[src/rtl/shape_cmd_arbiter.sv]
// Two-requester round-robin arbiter that turns SHAPE/OPERATION commands into
// a write-then-readback sequence on a processor control register.
module shape_cmd_arbiter #(
    parameter int                 SHAPE_LSB      = 0,
    parameter int                 OP_LSB         = 16,
    parameter int                 FIELD_W        = 3,
    parameter logic [FIELD_W-1:0] KEEP_SHAPE     = {FIELD_W{1'b1}},
    parameter logic [FIELD_W-1:0] KEEP_OPERATION = {FIELD_W{1'b1}}
) (
    input  logic                    clk,
    input  logic                    rst,
    input  logic [1:0]              req_valid,
    output logic [1:0]              req_ready,
    input  logic [1:0][FIELD_W-1:0] req_shape,
    input  logic [1:0][FIELD_W-1:0] req_operation,
    output logic [1:0]              rsp_valid,
    output logic                    rsp_ok,
    output logic                    write,
    output logic [31:0]             write_data,
    output logic                    read,
    input  logic [31:0]             read_data,
    input  logic                    error,
    output logic [15:0]             reject_count
);

    typedef enum logic [2:0] {
        INIT_RD,
        INIT_WAIT,
        IDLE,
        WR,
        RD,
        RD_WAIT,
        RSP
    } state_t;

    state_t             state_q;
    logic               last_q;
    logic               id_q;
    logic [FIELD_W-1:0] cmd_shape_q;
    logic [FIELD_W-1:0] cmd_op_q;
    logic [FIELD_W-1:0] shadow_shape_q;
    logic [FIELD_W-1:0] shadow_op_q;
    logic               err_flag_q;
    logic               ok_q;
    logic [15:0]        reject_count_q;

    logic               gnt_d;
    logic               handshake_d;
    logic [FIELD_W-1:0] rd_shape_d;
    logic [FIELD_W-1:0] rd_op_d;
    logic [FIELD_W-1:0] exp_shape_d;
    logic [FIELD_W-1:0] exp_op_d;
    logic               ok_d;
    logic               unused_rd_bits;

    function automatic logic [31:0] build_word(input logic [FIELD_W-1:0] op,
                                               input logic [FIELD_W-1:0] shp);
        logic [31:0] w;
        w = '0;
        w[OP_LSB +: FIELD_W]    = op;
        w[SHAPE_LSB +: FIELD_W] = shp;
        return w;
    endfunction

    function automatic logic [15:0] sat_inc(input logic [15:0] c);
        return (c == 16'hFFFF) ? c : c + 16'd1;
    endfunction

    // Requester 1 is preferred only when it was not the last one served.
    always_comb begin
        gnt_d = ~last_q;
        unique case (req_valid)
            2'b01:   gnt_d = 1'b0;
            2'b10:   gnt_d = 1'b1;
            default: gnt_d = ~last_q;
        endcase
    end

    assign req_ready   = (state_q == IDLE) ? (req_valid & (gnt_d ? 2'b10 : 2'b01)) : 2'b00;
    assign handshake_d = |req_ready;

    assign rd_shape_d  = read_data[SHAPE_LSB +: FIELD_W];
    assign rd_op_d     = read_data[OP_LSB +: FIELD_W];
    assign exp_shape_d = (cmd_shape_q == KEEP_SHAPE) ? shadow_shape_q : cmd_shape_q;
    assign exp_op_d    = (cmd_op_q == KEEP_OPERATION) ? shadow_op_q : cmd_op_q;
    assign ok_d        = !err_flag_q && (rd_shape_d == exp_shape_d) && (rd_op_d == exp_op_d);

    // Bits outside the two fields carry no meaning for this block.
    assign unused_rd_bits = ^read_data;

    always_ff @(posedge clk) begin
        if (rst) begin
            state_q        <= INIT_RD;
            last_q         <= 1'b1;
            id_q           <= 1'b0;
            shadow_shape_q <= '0;
            shadow_op_q    <= '0;
            reject_count_q <= '0;
        end else begin
            unique case (state_q)
                INIT_RD: begin
                    state_q <= INIT_WAIT;
                end
                INIT_WAIT: begin
                    shadow_shape_q <= rd_shape_d;
                    shadow_op_q    <= rd_op_d;
                    state_q        <= IDLE;
                end
                IDLE: begin
                    if (handshake_d) begin
                        id_q        <= gnt_d;
                        last_q      <= gnt_d;
                        cmd_shape_q <= req_shape[gnt_d];
                        cmd_op_q    <= req_operation[gnt_d];
                        state_q     <= WR;
                    end
                end
                WR: begin
                    state_q <= RD;
                end
                RD: begin
                    err_flag_q <= error;
                    state_q    <= RD_WAIT;
                end
                RD_WAIT: begin
                    ok_q           <= ok_d;
                    shadow_shape_q <= rd_shape_d;
                    shadow_op_q    <= rd_op_d;
                    state_q        <= RSP;
                end
                RSP: begin
                    if (!ok_q) begin
                        reject_count_q <= sat_inc(reject_count_q);
                    end
                    state_q <= IDLE;
                end
                default: begin
                    state_q <= INIT_RD;
                end
            endcase
        end
    end

    // Reset parks the FSM in INIT_RD; the read strobe must stay low until rst drops.
    assign read         = ((state_q == INIT_RD) && !rst) || (state_q == RD);
    assign write        = (state_q == WR);
    assign write_data   = (state_q == WR) ? build_word(cmd_op_q, cmd_shape_q) : 32'd0;
    assign rsp_valid    = (state_q == RSP) ? (id_q ? 2'b10 : 2'b01) : 2'b00;
    assign rsp_ok       = (state_q == RSP) && ok_q;
    assign reject_count = reject_count_q;

endmodule

[config.mk]
export PLATFORM = sky130hd
export DESIGN_NAME = shape_cmd_arbiter
export DESIGN_NICKNAME = d
export VERILOG_FILES = /design/src/rtl/shape_cmd_arbiter.sv
export SDC_FILE = /design/constraint.sdc
export NUM_CORES = 1
export LEC_CHECK = 0
export BUFFER_PORTS_ARGS = -buffer_cell sky130_fd_sc_hd__buf_4
export CORE_MARGIN = 2
export CORE_UTILIZATION = 49
export CTS_CLUSTER_DIAMETER = 40
export DETAILED_ROUTE_END_ITERATION = 10
export GPL_ROUTABILITY_DRIVEN = 1
export PLACE_DENSITY_LB_ADDON = 0.3
export SETUP_SLACK_MARGIN = 0.3
export SLEW_MARGIN = 20
export SYNTH_ARGS = -nofsm -noshare
export SYNTH_HDL_FRONTEND = slang
export SYNTH_SLANG_ARGS = --single-unit
[constraint.sdc]
create_clock -name clk -period 3.9 [get_ports clk]
set_clock_uncertainty 0.15 [all_clocks]
set_input_delay 0.78 -clock clk [delete_from_list [all_inputs] [get_ports clk]]
set_output_delay 0.78 -clock clk [all_outputs]
set_load 0.02 [all_outputs]
# Word level (Yosys, flattened, before mapping)
# Cells that the tools add are included.
dict set report totals {
  reg_bits 35
  inputBits 49
  out_inout_bits 55
}
dict set report classes {
  muxes 14
  n_eq_ne 14
  reduce_logical 16
  order_cmp 1
  bitwise_logic 5
  add_sub_neg 1
}
# cell n
set ops {}
lappend ops {{3-bit two-way mux} 7}
lappend ops {{19-bit two-way mux} 1}
lappend ops {{3-bit case mux with 6 select lines} 1}
lappend ops {{16-bit by 1-bit adder with 16-bit output (second input constant)} 1}
lappend ops {{16-bit == test (second input constant)} 1}
lappend ops {{3-bit == test (second input constant)} 5}
lappend ops {{2-bit two-way mux} 4}
lappend ops {{3-bit by 2-bit == test with 1-bit output (second input constant)} 2}
lappend ops {{3-bit == test} 2}
lappend ops {{2-bit AND reduction} 3}
lappend ops {{3-bit AND reduction} 2}
lappend ops {{2-bit OR reduction} 3}
lappend ops {{1-bit logical AND} 4}
lappend ops {{1-bit inverter} 4}
lappend ops {{3-bit by 1-bit == test with 1-bit output (second input constant)} 1}
lappend ops {{3-bit zero test} 1}
lappend ops {{2-bit bitwise AND} 1}
lappend ops {{2-bit by 1-bit == test with 1-bit output (second input constant)} 1}
lappend ops {{2-bit == test (second input constant)} 1}
lappend ops {{1-bit zero test} 2}
lappend ops {{1-bit by 2-bit less-than comparator with 1-bit output (second input constant)} 1}
lappend ops {{2-bit != test (second input constant)} 1}
lappend ops {{1-bit case mux with 2 select lines} 1}
lappend ops {{1-bit logical OR} 1}

# Longest topological paths before layout
dict set report depth {
  word_depth 8
  depth_mapped 7
  depth_no_buf 7
}

# Worst setup path before layout
# No wires, ideal clock.
dict set report synth_path {
  kind {input to output}
  startpoint {in req_valid[0]}
  endpoint {out req_ready[0]}
  t_required_ps 2970
  cell_stages 5
  path_slack_ps 925
  arrival_time_ps 2045
  path_cell_list {inv_1 -> ha_1 -> nor2b_1 -> a211o_1 -> nor3_1}
}
dict set report synth_between {
  elab_chain_cells 5
  word_cells_on_any_way 6
  classes_between {eq/ne: 2; mux: 3; bitwise: 1}
}
# element line
set synth_lines {}
lappend synth_lines {{start: declaration} 12} ;# input logic [1:0] req_valid,
lappend synth_lines {{2-bit == test / 2-bit by 1-bit == test with 1-bit output (equally long branches)} 72} ;# unique case (req_valid)
lappend synth_lines {{1-bit case mux with 2 select lines} 72}
lappend synth_lines {{2-bit two-way mux} 79} ;# assign req_ready = (state_q == IDLE) ? (req_valid & (gnt_d ? 2'b10 : 2'b01)) : 2'b00;
lappend synth_lines {{2-bit bitwise AND (*)} 79}
lappend synth_lines {{2-bit two-way mux (*)} 79}
lappend synth_lines {{end: declaration} 13} ;# output logic [1:0] req_ready,
# Mark *: on every way between the ends. The rest lies on a longest branch, timed or not.

# Final worst setup path
# Same ends and word-level chain as after synthesis.

==> flow_summary.yaml <==
outcome:
  status: "finished, final reports clean"
critical_path:
  cp.depth: 7
  cp.arrival_ps: 2030
  endpoint: "req_ready[0]"
  cp_cell_sequence: "buf_4, inv_1, ha_1, nor2b_1, a211o_1, nor3_1, buf_4"
  r2r-end: "cmd_op_q[1]$_DFFE_PP_"
  cp_common_cell: "buf_4"
  critPathTopFamily: "buffers and inverters"
  end_kind: "output port"
  crit_start: "req_valid[0]"
  critPathMaxStageDelay_ps: 290
  cp.required_ps: 2970
  cp-start-kind: "input port"
  r2r-start: "last_q$_SDFFE_PP1P_"
  worst-r2r-cell-count: 4
  reg2reg_slack_ps: 1890
  critical_path_class: "input port to output port"
  crit_fanout: 4
  cp_num_buf_inv: 3
  crit_slowest_cell: "a211o_1"
run:
  cap_violations: 0
clock_network:
  worstSkewPairLatency_ps: 280
  cts_resized: 0
  cts_tree: "done"
  numCtsBuffers: 5
  cts_setup_buffers: 0
  cts_root_buf: "clkbuf_8"
  htreeDepth: 2
  clockBufferDepth: 2
  cts.clk_slew.worst_paths_ps: 60
  cts.hold.buffers_added: 0
  cts.sinks: 35
sta:
  finalCriticalPeriod_ps: 2960
  setup_viol: 0
  hold_violations: 0
  slew_headroom: 0.613
  slew_viol_final: 0
  finalSetupTns_ps: 0
  fmax_mhz: 338
  fin_ws_ps: 942
  period_share: 0.759
  rsz0062_at_grt: "no"
  max_slew.worst_pin.slew_ps: 580
logic_synthesis:
  yosys_warnings: 0
  syn_area_um2: 2050
  ys_ff_latch: 35
  synth-seq-area-share: 0.382
  avgSynthCellArea_um2: 8.93
  ys.flop_type: "dfxtp_1"
  async_reset_ff_frac: 0
  synth_cell_types: 38
  netlist_instances: 229
  synth_edf_count: 8
placed_design:
  numPlacedInstances: 322
  numPortBuffers: 51
  place_hpwl_um: 2950
  gp_congestion: 0.766
  dp_slack_ps: 911
die:
  io_pins: 104
  start_util: 0.511
  die_w_um: 68.6
  rows: 23
  dieArea_um2: 4710
  core_um2: 4000
  fp.dieH_um: 68.6
global_routing:
  first_global_vias: 1486
  antenna_found_initial: 0
  grt_use_total: 0.176
  grt_pass1_wl_um: 6280
  grt_max_degree: 32
  grt-ovfl-total: 0
detailed_routing:
  firstDrtPassIters: 4
  via_per_inst: 4.96
  ant_nets: 0
  vias: 1631
  routed_wl_um: 3890
  dr.first_iter.drc_count: 60
  wl_per_cell_um: 11.8
  drc: 0
power_and_ir_drop:
  peakVddDrop_v: 0.000247
  power_density_nw_per_um2: 308
  p_leak_nw: 1.02
final_layout:
  final_common_cell: "buf_4"
  fin_util: 0.610
  fin_nets: 331
  drive_gt1_frac: 0.258
  area_growth_syn_to_layout_pct: 19.2
  final-instance-count-excl-fill: 329
  mostFrequentLayoutCells: "51 x buf_4, 27 x dfxtp_1, 26 x conb_1"
  diodes: 0
min_path:
  min_path_cells: 2
  hp-class: "flop to flop"
==> registers in the layout, summed over array words and instances (netlist names) <==
signal,flops
state_q,3
shadow_op_q,3
reject_count,16
err_flag_q,1
cmd_shape_q,3
ok_q,1
id_q,1
cmd_op_q,3
last_q,1
shadow_shape_q,3
==> through the flow <==
stage	cell area, um^2	power, W	hold WS [ps]
finish	2440	0.000752	301
global placement	2360	0.000511	289
floorplan	2140	0.000498	283
CTS	2440	0.000758	305
detailed placement	2360	0.000514	295
global route	2440	0.000790	321
==> layout make-up <==
type                            instances  area (um^2)
Clock buffer                            7         76.3
Multi-Input combinational cell        180         1110
Tap cell                               50         62.6
Inverter                                6         22.5
Timing Repair Buffer                   51          383
Fill cell                             362         1560
Sequential cell                        35          781
==> worst register-to-register path, delay by kind of cell, from the launching register on <==
kind               cells  cell delay [ps]
and+or+nand+nor        2              620
AOI/OAI and AO/OA      2              560
DFF                    1              320
==> how the worst min path moves through the flow <==
| stage | endpoint | slack [ps] | startpoint |
|---|---|---|---|
| 2_1_floorplan | shadow_op_q[0]$_SDFFE_PP0P_ | 280 | shadow_op_q[0]$_SDFFE_PP0P_ |
| 3_3_place_gp | shadow_op_q[0]$_SDFFE_PP0P_ | 290 | shadow_op_q[0]$_SDFFE_PP0P_ |
| 3_5_place_dp | shadow_op_q[0]$_SDFFE_PP0P_ | 300 | shadow_op_q[0]$_SDFFE_PP0P_ |
| 4_1_cts | shadow_shape_q[0]$_SDFFE_PP0P_ | 300 | shadow_shape_q[0]$_SDFFE_PP0P_ |
| 5_1_grt | shadow_op_q[1]$_SDFFE_PP0P_ | 320 | shadow_op_q[1]$_SDFFE_PP0P_ |
| 6_report | shadow_shape_q[0]$_SDFFE_PP0P_ | 300 | shadow_shape_q[0]$_SDFFE_PP0P_ |
==> where the power goes <==
part / total, W / internal [W] / switching, W / leakage (nW)
clock network: 0.000246 / 0.000123 / 0.000123 / 0.0383
registers: 0.000395 / 0.000382 / 0.0000124 / 0.291
logic: 0.000111 / 0.0000444 / 0.0000667 / 0.687
total: 0.000752 / 0.000550 / 0.000202 / 1.02
==> logic make-up after synthesis <==
group	Yosys count	share of synthesized area
fa+ha+maj	3	0.0184
flops	35	0.382
other cells	1	0.00183
xor+xnor	21	0.0899
compound gates	27	0.0771
mux	6	0.0330
buf+inv	39	0.120
simple gates	97	0.278
==> Yosys cell counts (2+ instances only) <==
library cell,number,area share
dfxtp_1,27,0.26
buf_4,26,0.095
nand2_1,24,0.044
nor2_1,20,0.037
xnor2_1,13,0.056
a21oi_1,11,0.027
nor3_1,9,0.022
o21ai_0,9,0.022
edfxtp_1,8,0.12
xor2_1,8,0.034
and2_1,6,0.018
clkbuf_1,6,0.011
inv_1,6,0.011
mux2_2,6,0.033
nand4_1,6,0.018
nor2b_1,5,0.015
a211oi_1,4,0.015
nand3_1,4,0.0098
and3_1,3,0.0092
ha_1,3,0.018
nor4_1,3,0.0092
and3_2,2,0.0073
and4_1,2,0.0086
nand2b_1,2,0.0061
nor4_4,2,0.021
nor4b_2,2,0.015
==> routing by layer <==
metal | up-vias | GRT usage | wire [um]
met5 | - | 0 | 0
met4 | 0 | 0.0450 | 46
met3 | 6 | 0.0552 | 263
met2 | 54 | 0.315 | 1920
met1 | 737 | 0.202 | 1660
li1 | 834 | - | -
Note: power is estimated with default switching activity, not from simulation.
